[config.mk]
export PLATFORM = sky130hd
export DESIGN_NAME = pos_lut_scanner
export DESIGN_NICKNAME = d
export VERILOG_FILES = /design/src/rtl/pos_lut_scanner.sv
export SDC_FILE = /design/constraint.sdc
export NUM_CORES = 1
export LEC_CHECK = 0
export ABC_CLOCK_PERIOD_IN_PS = 2500
export BUFFER_PORTS_ARGS = -buffer_cell sky130_fd_sc_hd__buf_2
export CAP_MARGIN = 20
export CORE_UTILIZATION = 58
export DETAILED_ROUTE_END_ITERATION = 7
export PLACE_DENSITY_LB_ADDON = 0.25
export SYNTH_ARGS = -nofsm -noshare
export SYNTH_HDL_FRONTEND = slang
export SYNTH_SLANG_ARGS = --single-unit
export TNS_END_PERCENT = 1
[constraint.sdc]
create_clock -name clk -period 2.5 [get_ports clk]
set_input_delay 0.375 -clock clk [delete_from_list [all_inputs] [get_ports clk]]
set_output_delay 0.375 -clock clk [all_outputs]
set_load 0.01 [all_outputs]
[src/rtl/pos_lut_scanner.sv]
// pos_lut_scanner: N-input truth-mask LUT with serial mask load, registered
// evaluation and a valid/ready enumerator of the maxterm or minterm list.
module pos_lut_scanner #(
   parameter int unsigned         N    = 4,
   parameter logic [(1<<N)-1:0]   INIT = 16'h7310
) (
   input  logic         clk,
   input  logic         reset,
   input  logic         load_en,
   input  logic         load_bit,
   input  logic [N-1:0] x,
   input  logic         in_valid,
   output logic         f,
   output logic         f_valid,
   input  logic         scan_start,
   input  logic         scan_mode,
   output logic [N-1:0] idx_out,
   output logic         idx_valid,
   input  logic         idx_ready,
   output logic         busy,
   output logic         scan_done,
   output logic [N:0]   term_count
);

   localparam int unsigned M  = 1 << N;
   localparam int unsigned CW = N + 1;

   typedef enum logic [1:0] {IDLE, SCAN, DONE} state_t;

   state_t         state_q, state_d;
   logic [M-1:0]   mask_q, mask_d;
   logic [M-1:0]   snap_q, snap_d;
   logic           mode_q, mode_d;
   logic [N-1:0]   idx_q, idx_d;
   logic           idx_valid_q, idx_valid_d;
   logic [CW-1:0]  count_q, count_d;
   logic [CW-1:0]  term_count_q, term_count_d;
   logic           busy_q, busy_d;
   logic           scan_done_q, scan_done_d;
   logic           f_q, f_d;
   logic           f_valid_q, f_valid_d;

   // State and output registers; reset restores the INIT mask and aborts any scan.
   always_ff @(posedge clk or posedge reset) begin
      if (reset) begin
         state_q      <= IDLE;
         mask_q       <= INIT;
         snap_q       <= '0;
         mode_q       <= 1'b0;
         idx_q        <= '0;
         idx_valid_q  <= 1'b0;
         count_q      <= '0;
         term_count_q <= '0;
         busy_q       <= 1'b0;
         scan_done_q  <= 1'b0;
         f_q          <= 1'b0;
         f_valid_q    <= 1'b0;
      end else begin
         state_q      <= state_d;
         mask_q       <= mask_d;
         snap_q       <= snap_d;
         mode_q       <= mode_d;
         idx_q        <= idx_d;
         idx_valid_q  <= idx_valid_d;
         count_q      <= count_d;
         term_count_q <= term_count_d;
         busy_q       <= busy_d;
         scan_done_q  <= scan_done_d;
         f_q          <= f_d;
         f_valid_q    <= f_valid_d;
      end
   end

   // Next-state logic: evaluation in every state, load and scan sequencing by FSM state.
   always_comb begin
      state_d      = state_q;
      mask_d       = mask_q;
      snap_d       = snap_q;
      mode_d       = mode_q;
      idx_d        = idx_q;
      idx_valid_d  = idx_valid_q;
      count_d      = count_q;
      term_count_d = term_count_q;
      busy_d       = busy_q;
      scan_done_d  = 1'b0;
      f_valid_d    = in_valid;
      f_d          = in_valid ? mask_q[x] : f_q;

      case (state_q)
         IDLE: begin
            if (load_en) begin
               mask_d = {mask_q[M-2:0], load_bit};
            end
            // Snapshot the pre-shift mask so a same-edge load cannot alter this scan.
            if (scan_start) begin
               state_d     = SCAN;
               mode_d      = scan_mode;
               snap_d      = mask_q;
               idx_d       = '0;
               idx_valid_d = (mask_q[0] == scan_mode);
               count_d     = '0;
               busy_d      = 1'b1;
            end
         end
         SCAN: begin
            // idx_valid_q already reflects whether idx_q matches; only a stall holds the index.
            if (!(idx_valid_q && !idx_ready)) begin
               if (idx_valid_q) begin
                  count_d = count_q + CW'(1);
               end
               if (idx_q == N'(M - 1)) begin
                  state_d      = DONE;
                  idx_valid_d  = 1'b0;
                  scan_done_d  = 1'b1;
                  term_count_d = count_d;
               end else begin
                  idx_d       = idx_q + N'(1);
                  idx_valid_d = (snap_q[idx_d] == mode_q);
               end
            end
         end
         DONE: begin
            state_d = IDLE;
            busy_d  = 1'b0;
         end
         default: begin
            state_d = IDLE;
         end
      endcase
   end

   assign f          = f_q;
   assign f_valid    = f_valid_q;
   assign idx_out    = idx_q;
   assign idx_valid  = idx_valid_q;
   assign busy       = busy_q;
   assign scan_done  = scan_done_q;
   assign term_count = term_count_q;

endmodule

# Word level (Yosys, flattened, before mapping)
# Cells that the tools add are included.
[classes] n_eq_ne=9 n_reduce_logical=12 addsub=2 bitwise_logic=1 order_cmp=2 n_mux=25
[op_table] operator="$mux W5" n=3
[op_table] operator="$mux W4" n=3
[op_table] operator="$lt A4 B5 Y1 const B" n=2
[op_table] operator="$pmux W5 S2" n=1
[op_table] operator="$mux W1" n=9
[op_table] operator="$reduce_and A3 Y1" n=3
[op_table] operator="$bmux W1 S4" n=2
[op_table] operator="$ne A2 B2 Y1 const B" n=4
[op_table] operator="$pmux W4 S2" n=1
[op_table] operator="$mux W2" n=3
[op_table] operator="$reduce_and A2 Y1" n=3
[op_table] operator="$add A5 B1 Y5 const B" n=1
[op_table] operator="$add A4 B1 Y4 const B" n=1
[op_table] operator="$eq A4 B4 Y1 const B" n=1
[op_table] operator="$pmux W1 S2" n=2
[op_table] operator="$pmux W2 S2" n=1
[op_table] operator="$reduce_and A4 Y1" n=1
[op_table] operator="$reduce_bool A2 Y1" n=2
[op_table] operator="$eq A1 B1 Y1" n=2
[op_table] operator="$eq A2 B1 Y1 const B" n=1
[op_table] operator="$eq A2 B2 Y1 const B" n=1
[op_table] operator="$logic_not A2 Y1" n=1
[op_table] operator="$logic_and A1 B1 Y1" n=1
[op_table] operator="$logic_not A1 Y1" n=1
[op_table] operator="$not A1 Y1" n=1
[totals] inputBits=12 out_inout_bits=14 ff_bits=54 word_cells=63

# Longest topological paths before layout
[logic_depth] ltp_word=7 ltp_mapped=7 ltp_nobuf=5

# Least setup slack after synthesis
# No wires, ideal clock.
[synth_timing] path_type="register -> register" from="reg idx_q[0], in the netlist idx_out[0]" to="reg idx_valid_q, in the netlist idx_valid" setup_slack_ns=0.263 stages_incl_launch_ff=7 t_arrival_ns=2.159 period_less_slack_ns=2.237 cell_sequence="dfrtp_1 > ha_1 > buf_6 > mux4_1 > mux4_2 > xor2_1 > a21oi_1"
[synth_via] elab_chain_len=7 elab_cells_between_ends=8 cone_classes="add/sub (1); eq/ne (2); mux (5)"
[synth_lines] element="start, declared" line_no="34" text="logic [N-1:0] idx_q, idx_d;"
[synth_lines] element="start signal, assigned" line_no="63" text="idx_q <= idx_d;"
[synth_lines] element="$add A4 B1 Y4" line_no="117" text="idx_d = idx_q + N'(1);"
[synth_lines] element="$bmux W1 S4" line_no="118" text="idx_valid_d = (snap_q[idx_d] == mode_q);"
[synth_lines] element="$mux W1 (not written as such)" line_no="118"
[synth_lines] element="$eq A1 B1 Y1" line_no="118"
[synth_lines] element="$mux W1 *" line_no="111" text="if (idx_q == N'(M - 1)) begin"
[synth_lines] element="$mux W1 *" line_no="107" text="if (!(idx_valid_q && !idx_ready)) begin"
[synth_lines] element="$pmux W1 S2 *" line_no="89" text="case (state_q)"
[synth_lines] element="end signal, assigned" line_no="64" text="idx_valid_q <= idx_valid_d;"
[synth_lines] element="end, declared" line_no="35" text="logic idx_valid_q, idx_valid_d;"
# Mark *: on every way between the ends. The rest lies on a longest branch, timed or not. The select of a mux whose other input is x is not followed.
# A chain may end at the register's enable or synchronous reset.

# Worst setup path after layout
# Ends and elaborated chain as after synthesis.

==> results.cfg <==
[timing]
setup_ws_ns = 0.159
finClkSkew_ns = 0.00307
fin_crit_sh_pct = 93.6
drv_slew = 0
finalSetupTns_ns = 0
worstMarginPinSlew_ns = 0.695
slew_headroom_pct = 53.6
rsz0062_at_grt = false
setup_viol = 0
finalHoldViolCount = 0
min_period_ns = 2.34
max_freq_mhz = 427

[clock_network]
path_clk_slew_ns = 0.09
ctsRootBufferMaster = clkbuf_8
cts_hold_repair.buffers = 0
post_cts_resized = 0
tritoncts = done
cts_buffers = 5
clk_path_buf_depth = 2
cts_sinks = 54
h-tree-depth = 2
clock_latency_ns = 0.30
cts_setup_buffers = 0

[floorplanning]
num_rows = 23
die_y_um = 67.2
ioPinCount = 26
initial_core_util_pct = 61.1
core-area_um2 = 4030
dieArea_um2 = 4510
dieWidth_um = 67.2

[synth]
yosysWarnings = 0
synth_seq_cells = 54
synth_ff_type = dfrtp_1
synthTopCellsByCount = dfrtp_1 (48), mux2_2 (34), a21oi_1 (11), nor2_1 (8)
yosys.area.top_type = dfrtp_1
synth-seq-area-share_pct = 55.2
synth_edf_count = 0
synth_top_area_share_pct = 48.8
syn_avg_cell_area_um2 = 14.1
synth_area_um2 = 2460
syn_nets = 189
synth_area_leaders = dfrtp_1 (49%), mux2_2 (16%), dfstp_2 (6.4%), mux4_2 (5.5%), mux4_1 (4.3%)
yosysMostFrequentCell = dfrtp_1
async_flop_share_pct = 100
postSynthCellCount = 175
synth.distinct_cells = 34

[placement]
dp_slack_ns = 0.175
portBuffers = 25
place_congestion = 0.765
dp_hpwl_um = 3340

[worst_setup_path]
required_ns = 2.73
arrival_ns = 2.57
rr_endpoint = idx_valid$_DFFE_PP0P_
r2r_setup_slack_ns = 0.16
worstSetupStartpointType = flop
worst-setup-path-type = flop to flop
r2r_cells = 5
critPathMaxFanout = 8
r2r_start = idx_out[0]$_DFFE_PP0P_
cp-end-kind = flop

[power]
power_density_nw_per_um2 = 1020
p_leak_uw = 0.00135
vdd_drop_max_uv = 446
power_uw = 2860

[final_layout]
syn2layout_area_growth_pct = 13.4
layout-drive-gt1-share_pct = 42.2
utilization_pct = 69.3
nets = 219
antennaDiodeCount = 0
n_fill_cell = 297

[global_routing]
grt.total_usage_pct = 23.6
grt_first_pass_wirelength_um = 7490
overflow = 0
grt_max_degree = 30
grt_pass1_vias = 1546
antenna_found_initial = 0

[status]
outcome = finished, final reports clean

[job]
max-cap-violations = 0

[route]
num_vias = 1517
drc_errors = 0
ant_nets = 0
avgViaCountPerCell = 5.93
wire_per_inst_um = 17.9
drt_iter0_markers = 86
routed_wl_um = 4580
first_pass_iters = 4

[min_path]
min_path_type = input pin to asynchronous set/reset pin
## state kept, by name (all words and copies together), names as in the netlist, 2 cells and up
register	flops
mask_q	16
snap_q	16
count_q	5
term_count	5
idx_out	4
state_q	2
## how the worst max path moves through the flow
stage | from | endpoint | cells after the start
3_5_place_dp | idx_out[0]$_DFFE_PP0P_ | idx_valid$_DFFE_PP0P_ | 5
5_1_grt | idx_out[0]$_DFFE_PP0P_ | idx_valid$_DFFE_PP0P_ | 5
2_1_floorplan | idx_out[0]$_DFFE_PP0P_ | idx_valid$_DFFE_PP0P_ | 6
3_3_place_gp | idx_out[0]$_DFFE_PP0P_ | idx_valid$_DFFE_PP0P_ | 5
4_1_cts | idx_out[0]$_DFFE_PP0P_ | idx_valid$_DFFE_PP0P_ | 5
6_report | idx_out[0]$_DFFE_PP0P_ | idx_valid$_DFFE_PP0P_ | 5
## power by group
part | internal (uW) | switching, uW
clock network | 427 | 267
registers | 1070 | 213
logic | 461 | 428
## critical path, cell delays in order, from the launching register on
cell,delay [ns]
dfrtp_1,0.49
ha_1,0.45
mux4_1,0.57
mux4_2,0.48
xor2_1,0.15
a21oi_1,0.13
## routing by layer
metal / share of wire [%] / vias to the layer above / global-route usage [%] / wire length (um)
met2: 54 / 32 / 40.1 / 2450
met3: 3.8 / 9 / 6.59 / 175
met1: 41 / 768 / 28.0 / 1860
li1: - / 708 / - / -
met5: 0 / - / 0 / 0
met4: 2.0 / 0 / 9.84 / 90
## final cells by class
| class | instances | area (um^2) | area share [%] |
|---|---|---|---|
| multi-input cells | 111 | 1060 | 37.9 |
| clock buffers | 6 | 82.6 | 2.96 |
| clock inverters | 2 | 60.1 | 2.15 |
| repair buffers | 29 | 155 | 5.55 |
| flip-flops and latches | 54 | 1360 | 48.6 |
| inverters | 4 | 15.0 | 0.537 |
| well taps | 50 | 62.6 | 2.24 |
## metrics by stage
step | hold slack, ns | instance area [um^2] | std cells
final | 0.130 | 2790 | 256
after global routing | 0.159 | 2790 | 256
after CTS | 0.140 | 2790 | 256
after detailed placement | 0.475 | 2650 | 248
after global placement | 0.463 | 2650 | 248
after floorplan | 0.406 | 2460 | 175
## layout by cell type, fill, tap and decap left out, types with 2 or more instances in the layout
cell / n
mux2_1: 2
buf_2: 25
nand2_1: 5
a22o_1: 2
buf_4: 4
clkbuf_8: 6
nand3_1: 2
a21oi_1: 11
dfrtp_1: 48
xor2_1: 3
dfstp_2: 6
ha_1: 2
nor2_1: 8
bufinv_16: 2
mux2_2: 34
nor3_1: 2
nand2b_1: 2
mux4_1: 4
inv_1: 3
xnor2_1: 4
o21ai_1: 2
nand4_1: 2
nor3b_2: 2
o21ai_0: 5
and3_1: 4
mux2i_1: 2
mux4_2: 6
## logic make-up (layout without fill, tap and decap cells)
logic type                 Yosys count  in the layout  synth area share [%]
DFF                                 54             54                  55.2
xor gates and xnor gates             7              7                  2.49
buffers and inverters               10             41                  2.03
AOI/OAI and AO/OA                   26             26                  6.40
muxes                               48             48                  27.0
and+or+nand+nor                     28             28                  5.89
adders and majority gates            2              2                  1.02
No activity file was read; power rests on OpenSTA's default activity.
